$ cat config.mk
export PLATFORM = sky130hd
export DESIGN_NAME = instr_fetch_stage
export DESIGN_NICKNAME = d
export VERILOG_FILES = /design/src/rtl/ifetch_pkg.sv /design/src/rtl/ifetch_skid_queue.sv /design/src/rtl/instr_fetch_stage.sv
export SDC_FILE = /design/constraint.sdc
export NUM_CORES = 1
export LEC_CHECK = 0
export ABC_CLOCK_PERIOD_IN_PS = 4940
export BUFFER_PORTS_ARGS = -buffer_cell sky130_fd_sc_hd__buf_2
export CAP_MARGIN = 20
export CORE_MARGIN = 5
export CORE_UTILIZATION = 45
export DETAILED_ROUTE_END_ITERATION = 8
export PLACE_DENSITY = 0.68
export SLEW_MARGIN = 15
export SYNTH_ARGS = -nofsm -noshare
export SYNTH_HDL_FRONTEND = slang
export SYNTH_HIERARCHICAL = 1
export SYNTH_SLANG_ARGS = --single-unit
$ cat constraint.sdc
create_clock -name clk -period 4.94 [get_ports clk]
set_input_delay 1.482 -clock clk [delete_from_list [all_inputs] [get_ports clk]]
set_output_delay 1.482 -clock clk [all_outputs]
set_load 0.05 [all_outputs]
$ cat src/rtl/ifetch_pkg.sv
// Shared widths and the queue entry type for the instruction fetch stage.
// The parity option (IFETCH_PARITY_EN) is handled in instr_fetch_stage.
package ifetch_pkg;

  localparam int ADDR_W    = 4;
  localparam int DATA_W    = 8;
  localparam int QDEPTH    = 2;
  localparam int CNT_W     = 2;
  localparam int MEM_DEPTH = 1 << ADDR_W;

  typedef struct packed {
    logic [ADDR_W-1:0] addr;
    logic [DATA_W-1:0] instr;
    logic              perr;
  } fetch_entry_t;

endpackage

$ cat src/rtl/ifetch_skid_queue.sv
// Two-entry in-order queue of fetch entries. ent0 is always the head;
// a push into a full queue is dropped unless the head leaves on the same edge.
module ifetch_skid_queue
  import ifetch_pkg::*;
(
  input  logic         clk,
  input  logic         rst,
  input  logic         push,
  input  fetch_entry_t push_entry,
  input  logic         pop,
  input  logic         flush,
  output fetch_entry_t head,
  output logic         empty,
  output logic         drop
);

  fetch_entry_t     ent0_q, ent0_d;
  fetch_entry_t     ent1_q, ent1_d;
  logic [CNT_W-1:0] cnt_q, cnt_d;
  logic             full;
  logic             do_pop;
  logic             do_push;

  always_comb begin
    ent0_d  = ent0_q;
    ent1_d  = ent1_q;
    cnt_d   = cnt_q;
    full    = (cnt_q == CNT_W'(QDEPTH));
    empty   = (cnt_q == '0);
    do_pop  = pop && !empty;
    do_push = push && (!full || do_pop);
    drop    = push && full && !do_pop && !flush;

    if (flush) begin
      cnt_d = '0;
    end else begin
      if (do_pop) begin
        ent0_d = ent1_q;
        cnt_d  = cnt_q - 2'd1;
      end
      // cnt_d already reflects the pop, so the new word lands behind what remains.
      if (do_push) begin
        if (cnt_d == '0) ent0_d = push_entry;
        else             ent1_d = push_entry;
        cnt_d = cnt_d + 2'd1;
      end
    end
  end

  always_ff @(posedge clk or posedge rst) begin
    if (rst) begin
      ent0_q <= '0;
      ent1_q <= '0;
      cnt_q  <= '0;
    end else begin
      ent0_q <= ent0_d;
      ent1_q <= ent1_d;
      cnt_q  <= cnt_d;
    end
  end

  assign head = ent0_q;

endmodule

$ cat src/rtl/instr_fetch_stage.sv
// Fetch stage: synchronous instruction memory, one-cycle read stage, 2-entry skid
// queue to decode, sticky overrun flag. Define IFETCH_PARITY_EN for stored even parity.
module instr_fetch_stage
  import ifetch_pkg::*;
(
  input  logic              clk,
  input  logic              rst,
  input  logic              fetch_en,
  input  logic [ADDR_W-1:0] pc_addr,
  input  logic              flush,
  input  logic              prog_we,
  input  logic [ADDR_W-1:0] prog_addr,
  input  logic [DATA_W-1:0] prog_data,
  output logic              if_valid,
  input  logic              if_ready,
  output logic [DATA_W-1:0] if_instr,
  output logic [ADDR_W-1:0] if_addr,
  output logic              overrun,
  output logic              parity_err
);

`ifdef IFETCH_PARITY_EN
  localparam int MEM_W = DATA_W + 1;
`else
  localparam int MEM_W = DATA_W;
`endif

  // Memory is deliberately outside the reset domain so a program survives rst.
  logic [MEM_W-1:0] mem_q [MEM_DEPTH];
  logic [MEM_W-1:0] prog_word;
  logic [MEM_W-1:0] rd_word;

`ifdef IFETCH_PARITY_EN
  assign prog_word = {^prog_data, prog_data};
`else
  assign prog_word = prog_data;
`endif

  always_ff @(posedge clk) begin
    if (prog_we) mem_q[prog_addr] <= prog_word;
  end

  assign rd_word = mem_q[pc_addr];

  logic              rd_valid_q, rd_valid_d;
  logic [DATA_W-1:0] rd_data_q, rd_data_d;
  logic [ADDR_W-1:0] rd_addr_q, rd_addr_d;
  logic              rd_perr_q, rd_perr_d;
  logic              overrun_q, overrun_d;
  fetch_entry_t      push_entry;
  fetch_entry_t      head;
  logic              q_push;
  logic              q_empty;
  logic              q_drop;

  always_comb begin
    rd_valid_d = fetch_en && !flush;
    rd_data_d  = rd_data_q;
    rd_addr_d  = rd_addr_q;
    rd_perr_d  = rd_perr_q;
    if (fetch_en) begin
      rd_data_d = rd_word[DATA_W-1:0];
      rd_addr_d = pc_addr;
`ifdef IFETCH_PARITY_EN
      rd_perr_d = ^rd_word;
`else
      rd_perr_d = 1'b0;
`endif
    end
    overrun_d = flush ? 1'b0 : (overrun_q || q_drop);
  end

  always_ff @(posedge clk or posedge rst) begin
    if (rst) begin
      rd_valid_q <= 1'b0;
      rd_data_q  <= '0;
      rd_addr_q  <= '0;
      rd_perr_q  <= 1'b0;
      overrun_q  <= 1'b0;
    end else begin
      rd_valid_q <= rd_valid_d;
      rd_data_q  <= rd_data_d;
      rd_addr_q  <= rd_addr_d;
      rd_perr_q  <= rd_perr_d;
      overrun_q  <= overrun_d;
    end
  end

  assign q_push     = rd_valid_q && !flush;
  assign push_entry = '{addr: rd_addr_q, instr: rd_data_q, perr: rd_perr_q};

  // Handshake: a word transfers to decode on any edge where if_valid && if_ready;
  // the head holds steady while if_valid is high and if_ready is low.
  ifetch_skid_queue u_queue (
    .clk        (clk),
    .rst        (rst),
    .push       (q_push),
    .push_entry (push_entry),
    .pop        (if_ready),
    .flush      (flush),
    .head       (head),
    .empty      (q_empty),
    .drop       (q_drop)
  );

  assign if_valid   = !q_empty;
  assign if_instr   = head.instr;
  assign if_addr    = head.addr;
  assign overrun    = overrun_q;
  assign parity_err = if_valid && head.perr;

endmodule

==> flow_metrics.py, run 1 <==
metrics = {
    "sta": {
        "clock_skew_ps": 13.3,
        "fmax_ghz": 0.319,
        "report.final.slew_viol_count": 0,
        "worst-slew-pin-transition_ps": 1080,
        "min_period_ps": 3140,
        "finalSetupViolCount": 0,
        "min_period_over_period_pct": 63.5,
        "fin_ws_ps": 1800,
        "finalSetupTns_ps": 0,
        "final-hold-violation-count": 0,
        "rsz0062_at_grt": "false",
        "slew_headroom_pct": 27.6,
    },
    "grt": {
        "gr-usage-met1_pct": 21.6,
        "grt_overflow": 0,
        "track_usage_pct": 15.8,
        "top_usage_layer": "met2",
        "grt_pass1_wl_mm": 20.7,
        "grt_pass1_vias": 3585,
        "grt_max_degree": 38,
        "antenna_found_initial": 0,
        "met2_usage_pct": 23.4,
        "grt.met3_usage_pct": 5.59,
    },
    "clock_network": {
        "cts_root_buf": "clkbuf_16",
        "clk_pin_slew_ps": 60,
        "clkLatencyLatePin_ps": 440,
        "holdBufCountCts": 0,
        "cts_buffers": 17,
        "cts_resized": 0,
        "numClockSinks": 170,
        "htreeDepth": 4,
        "clk_path_buf_depth": 2,
        "cts_tree": "yes",
        "cts_setup_buffers": 0,
    },
    "routing": {
        "drc": 0,
        "dr.pass1.iters": 4,
        "wl_per_cell_um": 20.7,
        "via_per_inst": 5.58,
        "drt-total-wl_mm": 13.1,
        "vias": 3515,
        "drt_iter0_drc": 330,
        "ant_nets": 0,
    },
    "placement": {
        "dpl-instance-area_um2": 7210,
        "hpwl_mm": 8.43,
        "place.gp.congestion": 0.746,
        "dp_slack_ps": 1390,
        "io_buffers": 36,
    },
    "floorplanning": {
        "ios": 37,
        "die_h_um": 134,
        "die_x_um": 134,
        "die_area_um2": 17900,
        "core_area_um2": 15100,
        "initial_core_util_pct": 45.7,
        "num_rows": 45,
    },
    "synthesis": {
        "netlist-cell-type-count": 38,
        "syn_inst": 388,
        "synth_xor_area_share_pct": 0.253,
        "synthSimpleGateAreaFrac_pct": 6.60,
        "ys_ff_latch": 170,
        "synthMostInstantiatedCell": "edfxtp_1",
        "synth_area_um2": 6920,
        "netlist_top_cells_count": "edfxtp_1 (128), dfrtp_1 (42), nor2_1 (27)",
        "synth_top_flop_cell": "edfxtp_1",
        "syn_area_per_cell_um2": 17.8,
        "synth_top_area_cell": "edfxtp_1",
        "synth.area.top_cells": "edfxtp_1 (56%), dfrtp_1 (15%), mux4_2 (5.5%)",
        "async_reset_ff_share_pct": 24.7,
        "synth_top_family_by_area": "multiplexers",
        "synthAdderAreaFrac_pct": 0.543,
        "synth.top_cell.area_share_pct": 55.6,
        "synth_edf_count": 128,
        "synth.mux.area_fraction_pct": 15.0,
        "synth_seq_area_share_pct": 70.8,
        "yosys_warnings": 6,
        "synth_compound_area_share_pct": 4.25,
    },
    "power": {
        "combPwrFrac_pct": 16.8,
        "p_clk_share_pct": 36.5,
        "power_frac_seq_pct": 46.7,
        "p_switching_uw": 1020,
        "power.internal_uw": 2730,
        "leakage_uw": 0.00288,
        "vdd_ir_drop_max_mv": 0.292,
        "power_density_nw_per_um2": 478,
        "p_sw_share_pct": 27.2,
    },
    "worst_hold_path": {
        "holdPathEnd": "u_queue/ent1_q[1]",
        "hold_depth": 1,
        "min_from": "u_queue/ent1_q[1]",
        "min_path_type": "flip-flop to flip-flop",
    },
    "layout": {
        "diodes": 0,
        "fin_area_um2": 7840,
        "layout-drive-gt1-share_pct": 25.3,
        "layout-area-overhead-vs-synth_pct": 13.4,
        "fin_nets": 454,
    },
    "critical_path": {
        "cp_cell_sequence": "buf_2, nand2b_1, and2_1, nor2_1, ha_1, nand3b_1, a21oi_2, nor2b_1, a221o_1",
        "path_class": "input pin to flip-flop",
        "worstSetupStartpointType": "input pin",
        "r2r_end": "u_queue/head[11]",
        "worstSetupEndpointType": "flip-flop",
        "crit_slowest_cell": "a21oi_2",
        "slowest_delay_ps": 510,
        "cp_data_arrival_time_ps": 3450,
        "crit_fanout": 13,
        "rr_worst_depth": 10,
        "required_ps": 5250,
        "r2r_start": "u_queue/cnt_q[0]",
        "rrSetupSlack_ps": 2150,
    },
    "flow_run": {
        "drv_cap": 0,
    },
    "outcome": {
        "outcome": "completed",
    },
}
-- registers in the layout, summed over array words and instances (netlist names) --
register and cells:
u_queue/head 13, mem_q 128, rd_valid_q 1, u_queue/ent1_q 13
rd_data_q 8, rd_addr_q 4, u_queue/cnt_q 2, overrun 1
-- power by group through the flow --
| stage | registers (uW) | logic (uW) | clock network [uW] |
|---|---|---|---|
| after detailed placement | 1780 | 631 | 0 |
| after global routing | 1770 | 680 | 1450 |
| final | 1750 | 632 | 1370 |
| after global placement | 1770 | 614 | 0 |
| after CTS | 1750 | 634 | 1390 |
| after floorplan | 1900 | 359 | 0 |
-- metrics by stage --
stage | cells | hold slack (ps) | power [uW] | utilization, %
finish | 630 | 516 | 3750 | 51.8
global route | 630 | 521 | 3900 | 51.8
CTS | 629 | 517 | 3780 | 51.6
detailed placement | 597 | 498 | 2410 | 47.6
global placement | 597 | 477 | 2390 | 47.6
floorplan | 389 | 476 | 2260 | -
-- how the worst max path moves through the flow --
stage                   from                to  slack, ps  cells after the start
finish              if_ready  u_queue/head[11]       1800                      9
global route        if_ready  u_queue/head[10]       1650                      9
CTS                 if_ready   u_queue/head[2]       1850                      7
detailed placement  if_ready   u_queue/head[2]       1390                      7
global placement    if_ready   u_queue/head[5]       1460                      9
floorplan           if_ready  u_queue/head[12]       1940                     10
-- critical path: cells and delay by family --
kind | cells | cell delay, ps
AO/OA/AOI/OAI | 2 | 790
adder cells (fa/ha/maj) | 1 | 240
buffers and inverters | 1 | 80
AND/OR/NAND/NOR | 5 | 860
-- final cells by class --
| cell class | count | area (um2) |
|---|---|---|
| clock buffers | 17 | 425 |
| clock inverters | 15 | 188 |
| fillers | 1198 | 7300 |
| inverters | 6 | 22.5 |
| multi-input cells | 194 | 1850 |
| flip-flops and latches | 170 | 4890 |
| well taps | 188 | 235 |
| repair buffers | 40 | 223 |
-- kinds of logic (layout without fill, tap and decap cells) --
kind of cell	after synthesis	after routing
adders and majority gates	3	3
buffers and inverters	25	78
xor gates and xnor gates	2	2
and+or+nand+nor	87	87
muxes	65	65
DFF	170	170
other	1	2
AOI/OAI and AO/OA	35	35
-- metal layers --
metal,vias to the layer above,part of all wire (%)
li1,1605,-
met1,1792,45
met2,107,48
met3,11,5.7
met4,0,1.2
met5,-,0
-- placed cells by master, fill, tap and decap left out, types with 3 or more instances in the layout --
master     count
ha_1           3
a31oi_1        4
buf_4          3
inv_1          5
nand3_1        6
clkbuf_16     17
nor2b_1       23
mux2i_1       25
bufinv_16      3
a221o_1       13
clkinv_4       3
a211oi_1       8
or2_1          4
mux2_2         6
nor3_1         3
mux2_4        10
nand2b_1       5
nor2_1        27
edfxtp_1     128
dfrtp_1       42
mux4_1         7
clkinv_2       3
nand4_1        4
a22oi_1        4
nand2_1        7
mux4_2        17
inv_6          3
nand3b_1       3
buf_2         36
Note: power is estimated with default switching activity, not from simulation.
==> run 2: changes to the inputs <==
--- a/config.mk
+++ b/config.mk
@@ -5,7 +5,7 @@
 export SDC_FILE = /design/constraint.sdc
 export NUM_CORES = 1
 export LEC_CHECK = 0
-export ABC_CLOCK_PERIOD_IN_PS = 4940
+export ABC_CLOCK_PERIOD_IN_PS = 3000
 export BUFFER_PORTS_ARGS = -buffer_cell sky130_fd_sc_hd__buf_2
 export CAP_MARGIN = 20
 export CORE_MARGIN = 5
==> constraint.sdc (replaced) <==
create_clock -name clk -period 3 [get_ports clk]
set_input_delay 0.9 -clock clk [delete_from_list [all_inputs] [get_ports clk]]
set_output_delay 0.9 -clock clk [all_outputs]
set_load 0.05 [all_outputs]
==> flow_metrics.py, run 2 (synthesis results as in run 1) <==
metrics = {
    "outcome": {
        "outcome": "completed",
    },
    "layout": {
        "layout_common_cells": "edfxtp_1 (128), dfrtp_1 (42), buf_2 (36)",
        "regMostFlops": "mem_q",
        "largest_register_ffs": 128,
        "layout-drive-gt1-share_pct": 28.4,
        "fin_area_um2": 7980,
        "mostFrequentLayoutCell": "edfxtp_1",
        "fin_nets": 476,
        "final_util_pct": 52.7,
        "layout-area-overhead-vs-synth_pct": 15.4,
        "diodes": 0,
    },
    "sta": {
        "min_period_ps": 2710,
        "report.final.slew_viol_count": 0,
        "final-hold-violation-count": 0,
        "slew_headroom_pct": 39.3,
        "clock_skew_ps": 8.79,
        "finalSetupViolCount": 0,
        "fin_ws_ps": 294,
        "finalSetupTns_ps": 0,
        "rsz0062_at_grt": "false",
        "fmax_ghz": 0.369,
        "min_period_over_period_pct": 90.2,
        "worst-slew-pin-transition_ps": 908,
    },
    "power": {
        "power_density_nw_per_um2": 767,
        "power_frac_seq_pct": 47.0,
        "combPwrFrac_pct": 17.2,
        "p_clk_share_pct": 35.9,
        "leakage_uw": 0.00298,
        "vdd_ir_drop_max_mv": 0.558,
        "p_switching_uw": 1750,
        "p_sw_share_pct": 28.5,
        "power.internal_uw": 4370,
    },
    "placement": {
        "dpl-instance-area_um2": 7380,
        "hpwl_mm": 8.56,
        "place.gp.congestion": 0.742,
        "io_buffers": 36,
        "dp_slack_ps": 58.9,
    },
    "critical_path": {
        "worstSetupStartpointType": "flip-flop",
        "required_ps": 3370,
        "path_class": "flip-flop to flip-flop",
        "cp_data_arrival_time_ps": 3080,
        "worstSetupEndpointType": "flip-flop",
        "crit_fanout": 13,
    },
    "clock_network": {
        "numClockSinks": 170,
        "cts_buffers": 17,
        "cts_resized": 0,
        "htreeDepth": 4,
        "clkLatencyLatePin_ps": 440,
        "holdBufCountCts": 0,
        "cts_setup_buffers": 0,
        "clk_pin_slew_ps": 70,
        "cts_root_buf": "clkbuf_16",
        "cts_tree": "yes",
        "clk_path_buf_depth": 2,
    },
    "grt": {
        "top_usage_layer": "met2",
        "antenna_found_initial": 0,
        "track_usage_pct": 15.8,
        "grt_max_degree": 30,
        "grt.met3_usage_pct": 4.28,
        "grt_pass1_vias": 3820,
        "gr-usage-met1_pct": 21.7,
        "grt_pass1_wl_mm": 21.3,
        "grt_overflow": 0,
        "met2_usage_pct": 24.3,
    },
    "floorplanning": {
        "core_area_um2": 15100,
        "num_rows": 45,
        "ios": 37,
        "initial_core_util_pct": 45.7,
        "die_x_um": 134,
        "die_area_um2": 17900,
        "die_h_um": 134,
    },
    "routing": {
        "drt_iter0_drc": 265,
        "via_per_inst": 5.50,
        "wl_per_cell_um": 19.9,
        "ant_nets": 0,
        "vias": 3588,
        "drc": 0,
        "dr.pass1.iters": 4,
        "drt-total-wl_mm": 13.0,
    },
    "worst_hold_path": {
        "min_path_type": "input pin to async pin",
    },
    "flow_run": {
        "drv_cap": 0,
    },
}
## run 2: cell types whose count changed in the layout (fill, tap and decap cells not counted), sizes merged
cell	delta
clkinv	-2
inv	+4
buf	+22
bufinv	-2
## run 2: path summary, 6_finish.rpt
check,from,endpoint,slack (ps),cells after the start
max,u_queue/cnt_q[0],u_queue/head[6],290,8
max reg2reg,u_queue/cnt_q[0],u_queue/head[6],290,8
max in group asynchronous,rst,rd_data_q[7],2120,2
min,rst,rd_data_q[5],510,2
min in group clk,u_queue/ent1_q[12],u_queue/head[12],510,1
min reg2reg,u_queue/ent1_q[12],u_queue/head[12],510,1
## run 2: worst max-delay path, stage by stage, from the launching register on
cell	delay, ps
dfrtp_1	390
inv_1	130
ha_1	200
nand2b_1	350
and2_1	220
nor2_1	50
ha_1	230
a211oi_2	790
a221o_1	290
## run 2: through the flow
stage                     cells  power [uW]  hold WS (ps)
after floorplan             389        3730           476
after global placement      620        3940           478
after detailed placement    620        3980           497
after CTS                   652        6180           513
after global routing        652        6400           527
final                       652        6120           507
## run 2: routing by layer
metal / vias to the layer above / part of all wire (%)
met3: 15 / 6.3
met4: 0 / 1.3
met2: 102 / 47
met1: 1831 / 46
met5: - / 0
li1: 1640 / -
## run 2: layout make-up
cell class | count | area (um2)
inverter | 6 | 22.5
clock buffer | 17 | 425
timing repair buffer | 62 | 375
sequential | 170 | 4890
fill | 1200 | 7170
multi-input combinational | 194 | 1850
clock inverter | 15 | 178
tap | 188 | 235
## run 2: power by group through the flow
stage / Sequential [uW] / Combinational (uW) / Clock [uW]
6_report: 2880 / 1050 / 2190
3_5_place_dp: 2920 / 1060 / 0
2_1_floorplan: 3140 / 591 / 0
3_3_place_gp: 2920 / 1030 / 0
5_1_grt: 2900 / 1140 / 2360
4_1_cts: 2880 / 1060 / 2250
